## src/rtl/pipeline_hazard_ctrl_pkg.sv

```systemverilog
`default_nettype none
// ============================================================================
// Package     : pipeline_hazard_pkg
// Description : Shared encodings for the RV32I hazard/stall controller:
//               stall FSM states, EX forwarding selects, and the
//               MemtoReg code that marks a load.
// Revision    : 1.0 - initial release
// ============================================================================
package pipeline_hazard_pkg;

  // Stall FSM states
  typedef enum logic [0:0] {
    RUN   = 1'b0,
    STALL = 1'b1
  } state_t;

  // EX operand source selects
  localparam logic [1:0] FWD_REG = 2'b00;  // register file read value
  localparam logic [1:0] FWD_MEM = 2'b01;  // ALU result held in EX/MEM
  localparam logic [1:0] FWD_WB  = 2'b10;  // write-back data

  // MemtoReg encoding of a load instruction
  localparam logic [1:0] MEMTOREG_LOAD = 2'b01;

endpackage : pipeline_hazard_pkg
`default_nettype wire

```

## src/rtl/hazard_match.sv

```systemverilog
`default_nettype none
// ============================================================================
// Module      : hazard_match
// Description : Compares one ID source register against one downstream
//               destination. Matches only when the source is actually read,
//               the stage writes the register file, and the destination is
//               not x0 (x0 writes are discarded, so never a dependency).
// Ports       : rs_addr   - source register address in ID
//               rs_used   - ID instruction reads this source
//               rd_addr   - destination register address of the stage
//               reg_write - stage writes the register file
//               match     - dependency exists
// Revision    : 1.0 - initial release
// ============================================================================
module hazard_match #(
  parameter int REG_AW = 5
) (
  input  logic [REG_AW-1:0] rs_addr,
  input  logic              rs_used,
  input  logic [REG_AW-1:0] rd_addr,
  input  logic              reg_write,
  output logic              match
);

  assign match = rs_used && reg_write && (rd_addr != '0) && (rd_addr == rs_addr);

endmodule : hazard_match
`default_nettype wire

```

## src/rtl/pipeline_hazard_ctrl.sv

```systemverilog
`default_nettype none
// ============================================================================
// Module      : pipeline_hazard_ctrl
// Description : Hazard and stall controller for a five-stage RV32I pipeline.
//               Detects RAW dependencies of the ID instruction on EX/MEM/WB,
//               sequences multi-cycle stalls with a small FSM + counter, and
//               flushes the front end on a taken branch/jump resolved in EX.
// Config      : HAZARD_FWD_EN defined   -> forwarding active, only load-use
//                                           stalls (1 cycle).
//               HAZARD_FWD_EN undefined -> no forwarding; EX match stalls 2
//                                           cycles, MEM match stalls 1 cycle.
// Ports       : clk, rst                      - clock, sync active-high reset
//               Rs1/Rs2_addr_ID, _used_ID     - ID source registers
//               Rd_addr_*, RegWrite_*         - EX/MEM/WB destinations
//               MemtoReg_EX                   - 2'b01 marks a load in EX
//               Branch_taken_EX               - redirect resolved in EX
//               PC_EN_IF, IF_ID_EN            - front-end enables
//               IF_ID_flush, ID_EX_flush      - NOP / bubble insertion
//               Fwd_A_EX, Fwd_B_EX            - registered EX operand selects
// Revision    : 1.0 - initial release
// ============================================================================
module pipeline_hazard_ctrl
  import pipeline_hazard_pkg::*;
#(
  parameter int REG_AW   = 5,
  parameter int STALL_CW = 2
) (
  input  logic              clk,
  input  logic              rst,
  input  logic [REG_AW-1:0] Rs1_addr_ID,
  input  logic [REG_AW-1:0] Rs2_addr_ID,
  input  logic              Rs1_used_ID,
  input  logic              Rs2_used_ID,
  input  logic [REG_AW-1:0] Rd_addr_EX,
  input  logic [REG_AW-1:0] Rd_addr_MEM,
  input  logic [REG_AW-1:0] Rd_addr_WB,
  input  logic              RegWrite_EX,
  input  logic              RegWrite_MEM,
  input  logic              RegWrite_WB,
  input  logic [1:0]        MemtoReg_EX,
  input  logic              Branch_taken_EX,
  output logic              PC_EN_IF,
  output logic              IF_ID_EN,
  output logic              IF_ID_flush,
  output logic              ID_EX_flush,
  output logic [1:0]        Fwd_A_EX,
  output logic [1:0]        Fwd_B_EX
);

  // --------------------------------------------------------------------------
  // Dependency matching: index 0 = EX, 1 = MEM, 2 = WB
  // --------------------------------------------------------------------------
  logic [REG_AW-1:0] stage_rd [3];
  logic [2:0]        stage_we;
  logic [2:0]        match_rs1;
  logic [2:0]        match_rs2;

  assign stage_rd[0] = Rd_addr_EX;
  assign stage_rd[1] = Rd_addr_MEM;
  assign stage_rd[2] = Rd_addr_WB;
  assign stage_we    = {RegWrite_WB, RegWrite_MEM, RegWrite_EX};

  generate
    for (genvar s = 0; s < 3; s++) begin : g_stage
      hazard_match #(.REG_AW(REG_AW)) u_match_rs1 (
        .rs_addr   (Rs1_addr_ID),
        .rs_used   (Rs1_used_ID),
        .rd_addr   (stage_rd[s]),
        .reg_write (stage_we[s]),
        .match     (match_rs1[s])
      );
      hazard_match #(.REG_AW(REG_AW)) u_match_rs2 (
        .rs_addr   (Rs2_addr_ID),
        .rs_used   (Rs2_used_ID),
        .rd_addr   (stage_rd[s]),
        .reg_write (stage_we[s]),
        .match     (match_rs2[s])
      );
    end
  endgenerate

  // The register file bypasses same-cycle WB writes to its read ports, so a
  // WB match needs neither a stall nor a forward.
  logic unused_wb_match;
  assign unused_wb_match = ^{match_rs1[2], match_rs2[2]};

  // --------------------------------------------------------------------------
  // Required stall length and next forwarding selects
  // --------------------------------------------------------------------------
  logic [STALL_CW-1:0] need_cnt;
  logic [1:0]          fwd_a_next;
  logic [1:0]          fwd_b_next;

`ifdef HAZARD_FWD_EN
  logic load_in_ex;
  assign load_in_ex = (MemtoReg_EX == MEMTOREG_LOAD);

  // Selects are computed one stage early: a producer now in EX sits in MEM
  // when the consumer reaches EX (forward its ALU result), and a producer
  // now in MEM sits in WB by then (forward the write-back data). A load in
  // EX has no ALU result to forward, hence the one-cycle load-use stall.
  always_comb begin
    need_cnt   = '0;
    fwd_a_next = FWD_REG;
    fwd_b_next = FWD_REG;
    if (load_in_ex && (match_rs1[0] || match_rs2[0]))
      need_cnt = STALL_CW'(1);
    if (match_rs1[0])      fwd_a_next = FWD_MEM;
    else if (match_rs1[1]) fwd_a_next = FWD_WB;
    if (match_rs2[0])      fwd_b_next = FWD_MEM;
    else if (match_rs2[1]) fwd_b_next = FWD_WB;
  end
`else
  logic [STALL_CW-1:0] need_a;
  logic [STALL_CW-1:0] need_b;
  logic [1:0]          unused_memtoreg;
  assign unused_memtoreg = MemtoReg_EX;

  // Without forwarding the consumer waits until the producer reaches WB.
  always_comb begin
    need_a     = match_rs1[0] ? STALL_CW'(2) : (match_rs1[1] ? STALL_CW'(1) : '0);
    need_b     = match_rs2[0] ? STALL_CW'(2) : (match_rs2[1] ? STALL_CW'(1) : '0);
    need_cnt   = (need_a > need_b) ? need_a : need_b;
    fwd_a_next = FWD_REG;
    fwd_b_next = FWD_REG;
  end
`endif

  // --------------------------------------------------------------------------
  // Stall FSM
  // --------------------------------------------------------------------------
  state_t              state;
  logic [STALL_CW-1:0] stall_cnt;
  logic                hazard;

  assign hazard = (need_cnt != '0);

  // Combinational front-end control; branch redirect overrides any stall
  // because the ID instruction is on the wrong path.
  always_comb begin
    PC_EN_IF    = 1'b1;
    IF_ID_EN    = 1'b1;
    IF_ID_flush = 1'b0;
    ID_EX_flush = 1'b0;
    if (rst) begin
      PC_EN_IF    = 1'b1;
    end else if (Branch_taken_EX) begin
      IF_ID_flush = 1'b1;
      ID_EX_flush = 1'b1;
    end else if ((state == STALL) || hazard) begin
      PC_EN_IF    = 1'b0;
      IF_ID_EN    = 1'b0;
      ID_EX_flush = 1'b1;
    end
  end

  // stall_cnt holds the number of STALL-state cycles still to come,
  // including the current one; the last one returns the FSM to RUN.
  always_ff @(posedge clk) begin
    if (rst) begin
      state     <= RUN;
      stall_cnt <= '0;
      Fwd_A_EX  <= FWD_REG;
      Fwd_B_EX  <= FWD_REG;
    end else begin
      // A bubble entering EX must not forward anything.
      Fwd_A_EX <= ID_EX_flush ? FWD_REG : fwd_a_next;
      Fwd_B_EX <= ID_EX_flush ? FWD_REG : fwd_b_next;

      if (Branch_taken_EX) begin
        state     <= RUN;
        stall_cnt <= '0;
      end else if (state == STALL) begin
        if (stall_cnt <= STALL_CW'(1)) begin
          state     <= RUN;
          stall_cnt <= '0;
        end else begin
          stall_cnt <= stall_cnt - STALL_CW'(1);
        end
      end else if (hazard) begin
        stall_cnt <= need_cnt - STALL_CW'(1);
        state     <= (need_cnt > STALL_CW'(1)) ? STALL : RUN;
      end
    end
  end

endmodule : pipeline_hazard_ctrl
`default_nettype wire

```

## config.mk

```make
export PLATFORM = sky130hd
export DESIGN_NAME = pipeline_hazard_ctrl
export DESIGN_NICKNAME = d
export VERILOG_FILES = /design/src/rtl/pipeline_hazard_ctrl_pkg.sv /design/src/rtl/hazard_match.sv /design/src/rtl/pipeline_hazard_ctrl.sv
export SDC_FILE = /design/constraint.sdc
export NUM_CORES = 1
export LEC_CHECK = 0
export ABC_CLOCK_PERIOD_IN_PS = 6070
export BUFFER_PORTS_ARGS = -buffer_cell sky130_fd_sc_hd__clkbuf_2
export CAP_MARGIN = 40
export CELL_PAD_IN_SITES_DETAIL_PLACEMENT = 1
export CELL_PAD_IN_SITES_GLOBAL_PLACEMENT = 1
export CORE_ASPECT_RATIO = 0.9
export CORE_MARGIN = 1
export CORE_UTILIZATION = 28
export DETAILED_ROUTE_END_ITERATION = 8
export PLACE_DENSITY = 0.89
export SLEW_MARGIN = 20
export SYNTH_ARGS = -nofsm -noshare
export SYNTH_HDL_FRONTEND = slang
export SYNTH_SLANG_ARGS = --single-unit
export TNS_END_PERCENT = 1
```

## constraint.sdc

```tcl
create_clock -name clk -period 6.07 [get_ports clk]
set_input_delay 0 -clock clk [delete_from_list [all_inputs] [get_ports clk]]
set_output_delay 0 -clock clk [all_outputs]
set_load 0.005 [all_outputs]
```

==> flow_summary.yaml <==
logic_synthesis:
  synth-seq-area-share_pct: 10.13
  yosysUniqueCellTypes: 26
  ys_ff_latch: 3
  syn_area_sq_um: 593.1
  avgSynthCellArea_sq_um: 8.124
  syn_inst: 73
  yosysWarnings: 0
critical_path:
  end_kind: "primary output"
  arrival_ns: 2.65
  regToRegEndpoint: "stall_cnt[1]"
  cp.required_ns: 6.07
  r2r_setup_slack_ns: 5.07
  worstReg2RegStart: "state"
  crit_fanout: 4
  start_kind: "primary input"
  critPathKind: "primary input to primary output"
  r2r_cells: 4
route:
  drtAntennaViolNets: 0
  vias: 622
  drc: 0
  dr.pass1.iters: 4
  post_drt_via_cell_ratio: 4.785
  drtIter0Drc: 3
  drt-total-wl_mm: 1.628
  wl_per_cell_um: 12.52
power_and_ir_drop:
  leakage_nw: 0.3866
  power_density_nw_per_um2: 119.3
  total_power_w: 0.00009239
  vdd_drop_max_mv: 0.05949
layout:
  nNetsFinal: 145
  drive_gt1_share_pct: 37.14
  fin_cells: 130
  area_growth_pct: 30.59
  antennaDiodeCount: 0
  postLayoutCoreUtil_pct: 39.68
hold_path:
  whs_path_depth: 2
  min_from: "Branch_taken_EX"
  holdPathEnd: "state"
  hold_path.class: "primary input to flop"
sta:
  clock_skew_ns: 0.0009362
  whs_ns: 0.003594
  rsz0062_at_grt: "false"
  period_share_pct: 43.67
  min_period_ns: 2.651
  max_freq_mhz: 377.3
  final_hold_viol_count: 0
  finalMaxSlewViolations: 0
  finalSetupViolations: 0
  final.setup.tns_ns: 0
clock_tree:
  clkSinkCount: 3
  root_buffer: "clkbuf_4"
  clkSlewWorstSetupHoldPaths_ns: 0.04
  htree_levels: 1
  cts_tree: "yes"
  cts.hold.buffers_added: 0
  cts_setup_buffers: 0
  cts_inserted_buffers: 3
  clock_latency_ns: 0.23
  cts_resized: 0
  clock_path_buffers: 2
placement:
  dp_hpwl_mm: 1.398
  gp_congestion: 0.8067
  port_buffers: 30
  place_inst: 126
global_routing:
  grt_overflow: 0
  antenna_found_initial: 0
  track_usage_pct: 15.44
  grt_pass1_vias: 618
  grt_pass1_wl_mm: 2.587
  grt_max_degree: 9
floorplanning:
  rows: 15
  coreArea_sq_um: 1952
  dieArea_sq_um: 2306
  io_pins: 43
  die_y_um: 45.66
  initial_core_util_pct: 30.38
  die_w_um: 50.51
flow_run:
  maxCapViolCount: 0
run_status:
  run_status: "finished clean"
how the worst max path moves through the flow:
stage	from	endpoint	slack [ns]	cells after the start
6_report	Rd_addr_EX[1]	ID_EX_flush	3.42	16
5_1_grt	Rd_addr_EX[1]	ID_EX_flush	3.21	16
4_1_cts	Rd_addr_EX[1]	ID_EX_flush	3.40	16
3_5_place_dp	Rd_addr_EX[1]	stall_cnt[1]	3.24	15
3_3_place_gp	Rd_addr_EX[1]	stall_cnt[1]	3.36	15
2_1_floorplan	Rd_addr_EX[1]	stall_cnt[1]	3.65	14
Yosys cell counts:
| cell | instances | area, sq um |
|---|---|---|
| xor2_1 | 16 | 140.1 |
| nor2_1 | 8 | 30.03 |
| buf_4 | 5 | 37.54 |
| ha_1 | 4 | 50.05 |
| xnor2_1 | 4 | 35.03 |
| dfxtp_1 | 3 | 60.06 |
| nand2_1 | 3 | 11.26 |
| nand2b_1 | 3 | 18.77 |
| nor3_1 | 3 | 15.01 |
| nor4_1 | 3 | 18.77 |
| a21oi_1 | 2 | 10.01 |
| inv_1 | 2 | 7.510 |
| nand4b_2 | 2 | 30.03 |
| o21ai_1 | 2 | 10.01 |
| or4_1 | 2 | 15.01 |
| a2bb2oi_2 | 1 | 15.01 |
| a31o_1 | 1 | 8.760 |
| and4_4 | 1 | 11.26 |
| conb_1 | 1 | 3.750 |
| nand3_1 | 1 | 5.000 |
| nand4_2 | 1 | 12.51 |
| nand4b_1 | 1 | 8.760 |
| nor2b_1 | 1 | 6.260 |
| nor4_4 | 1 | 21.27 |
| o21ai_0 | 1 | 5.000 |
| o22ai_1 | 1 | 6.260 |
cell usage in the layout, fill, tap and decap left out, drive strengths merged:
cell type,n
clkbuf,34
xor2,16
nor2,8
xnor2,4
ha,4
conb,4
nor4,4
nand2b,3
nand2,3
nor3,3
dfxtp,3
o21ai,3
nand4b,3
or4,2
inv,2
a21oi,2
nand4,1
o22ai,1
and4,1
a2bb2oi,1
nor2b,1
nand3,1
a31o,1
per-stage QoR:
step,setup slack (ns),cell area [sq um]
after floorplan,3.651,604.3
after global placement,3.360,748.2
after detailed placement,3.242,748.2
after CTS,3.402,774.5
after global routing,3.212,774.5
final,3.419,774.5
kinds of logic (layout without fill, tap and decap cells):
family,Yosys count,count (layout),share of synthesized area [%]
other,1,4,0.6323
XOR/XNOR,20,20,29.53
buffers and inverters,7,36,7.596
flip-flops,3,3,10.13
adder cells (fa/ha/maj),4,4,8.439
AND/OR/NAND/NOR,30,30,34.39
AO/OA/AOI/OAI,8,8,9.282
power by group:
part | internal (W) | total, W | switching, W
clock | 0.0000247 | 0.0000357 | 0.0000111
sequential | 0.0000200 | 0.0000202 | 0.000000192
combinational | 0.0000168 | 0.0000364 | 0.0000196
critical path: stages:
cell and delay (ns):
clkbuf_2 0.12, or4_1 0.52, o21ai_1 0.16, nand4b_2 0.17, and4_4 0.23, nand2b_1 0.06
ha_1 0.28, inv_1 0.04, o22ai_1 0.20, nand2b_1 0.10, a2bb2oi_2 0.15, ha_1 0.25
nand2b_1 0.12, nor2_1 0.05, nor2_1 0.08, clkbuf_2 0.12
registers in the layout, indices dropped and copies added, names as in the netlist:
signal     flops
stall_cnt      2
state          1
routing by layer:
metal	track usage (%)	up-vias	routed length, um
met2	32.27	31	901
met5	0	-	0
met4	3.333	0	15
met3	4.000	2	100
li1	-	314	-
met1	15.35	275	611
area by class of cell:
type / count / area, sq um
Multi-Input combinational cell: 66 / 499.2
Clock buffer: 4 / 26.28
Sequential cell: 3 / 60.06
Inverter: 2 / 7.507
Timing Repair Buffer: 30 / 150.1
Tap cell: 25 / 31.28
Fill cell: 262 / 1177
Note: power is estimated with default switching activity, not from simulation.
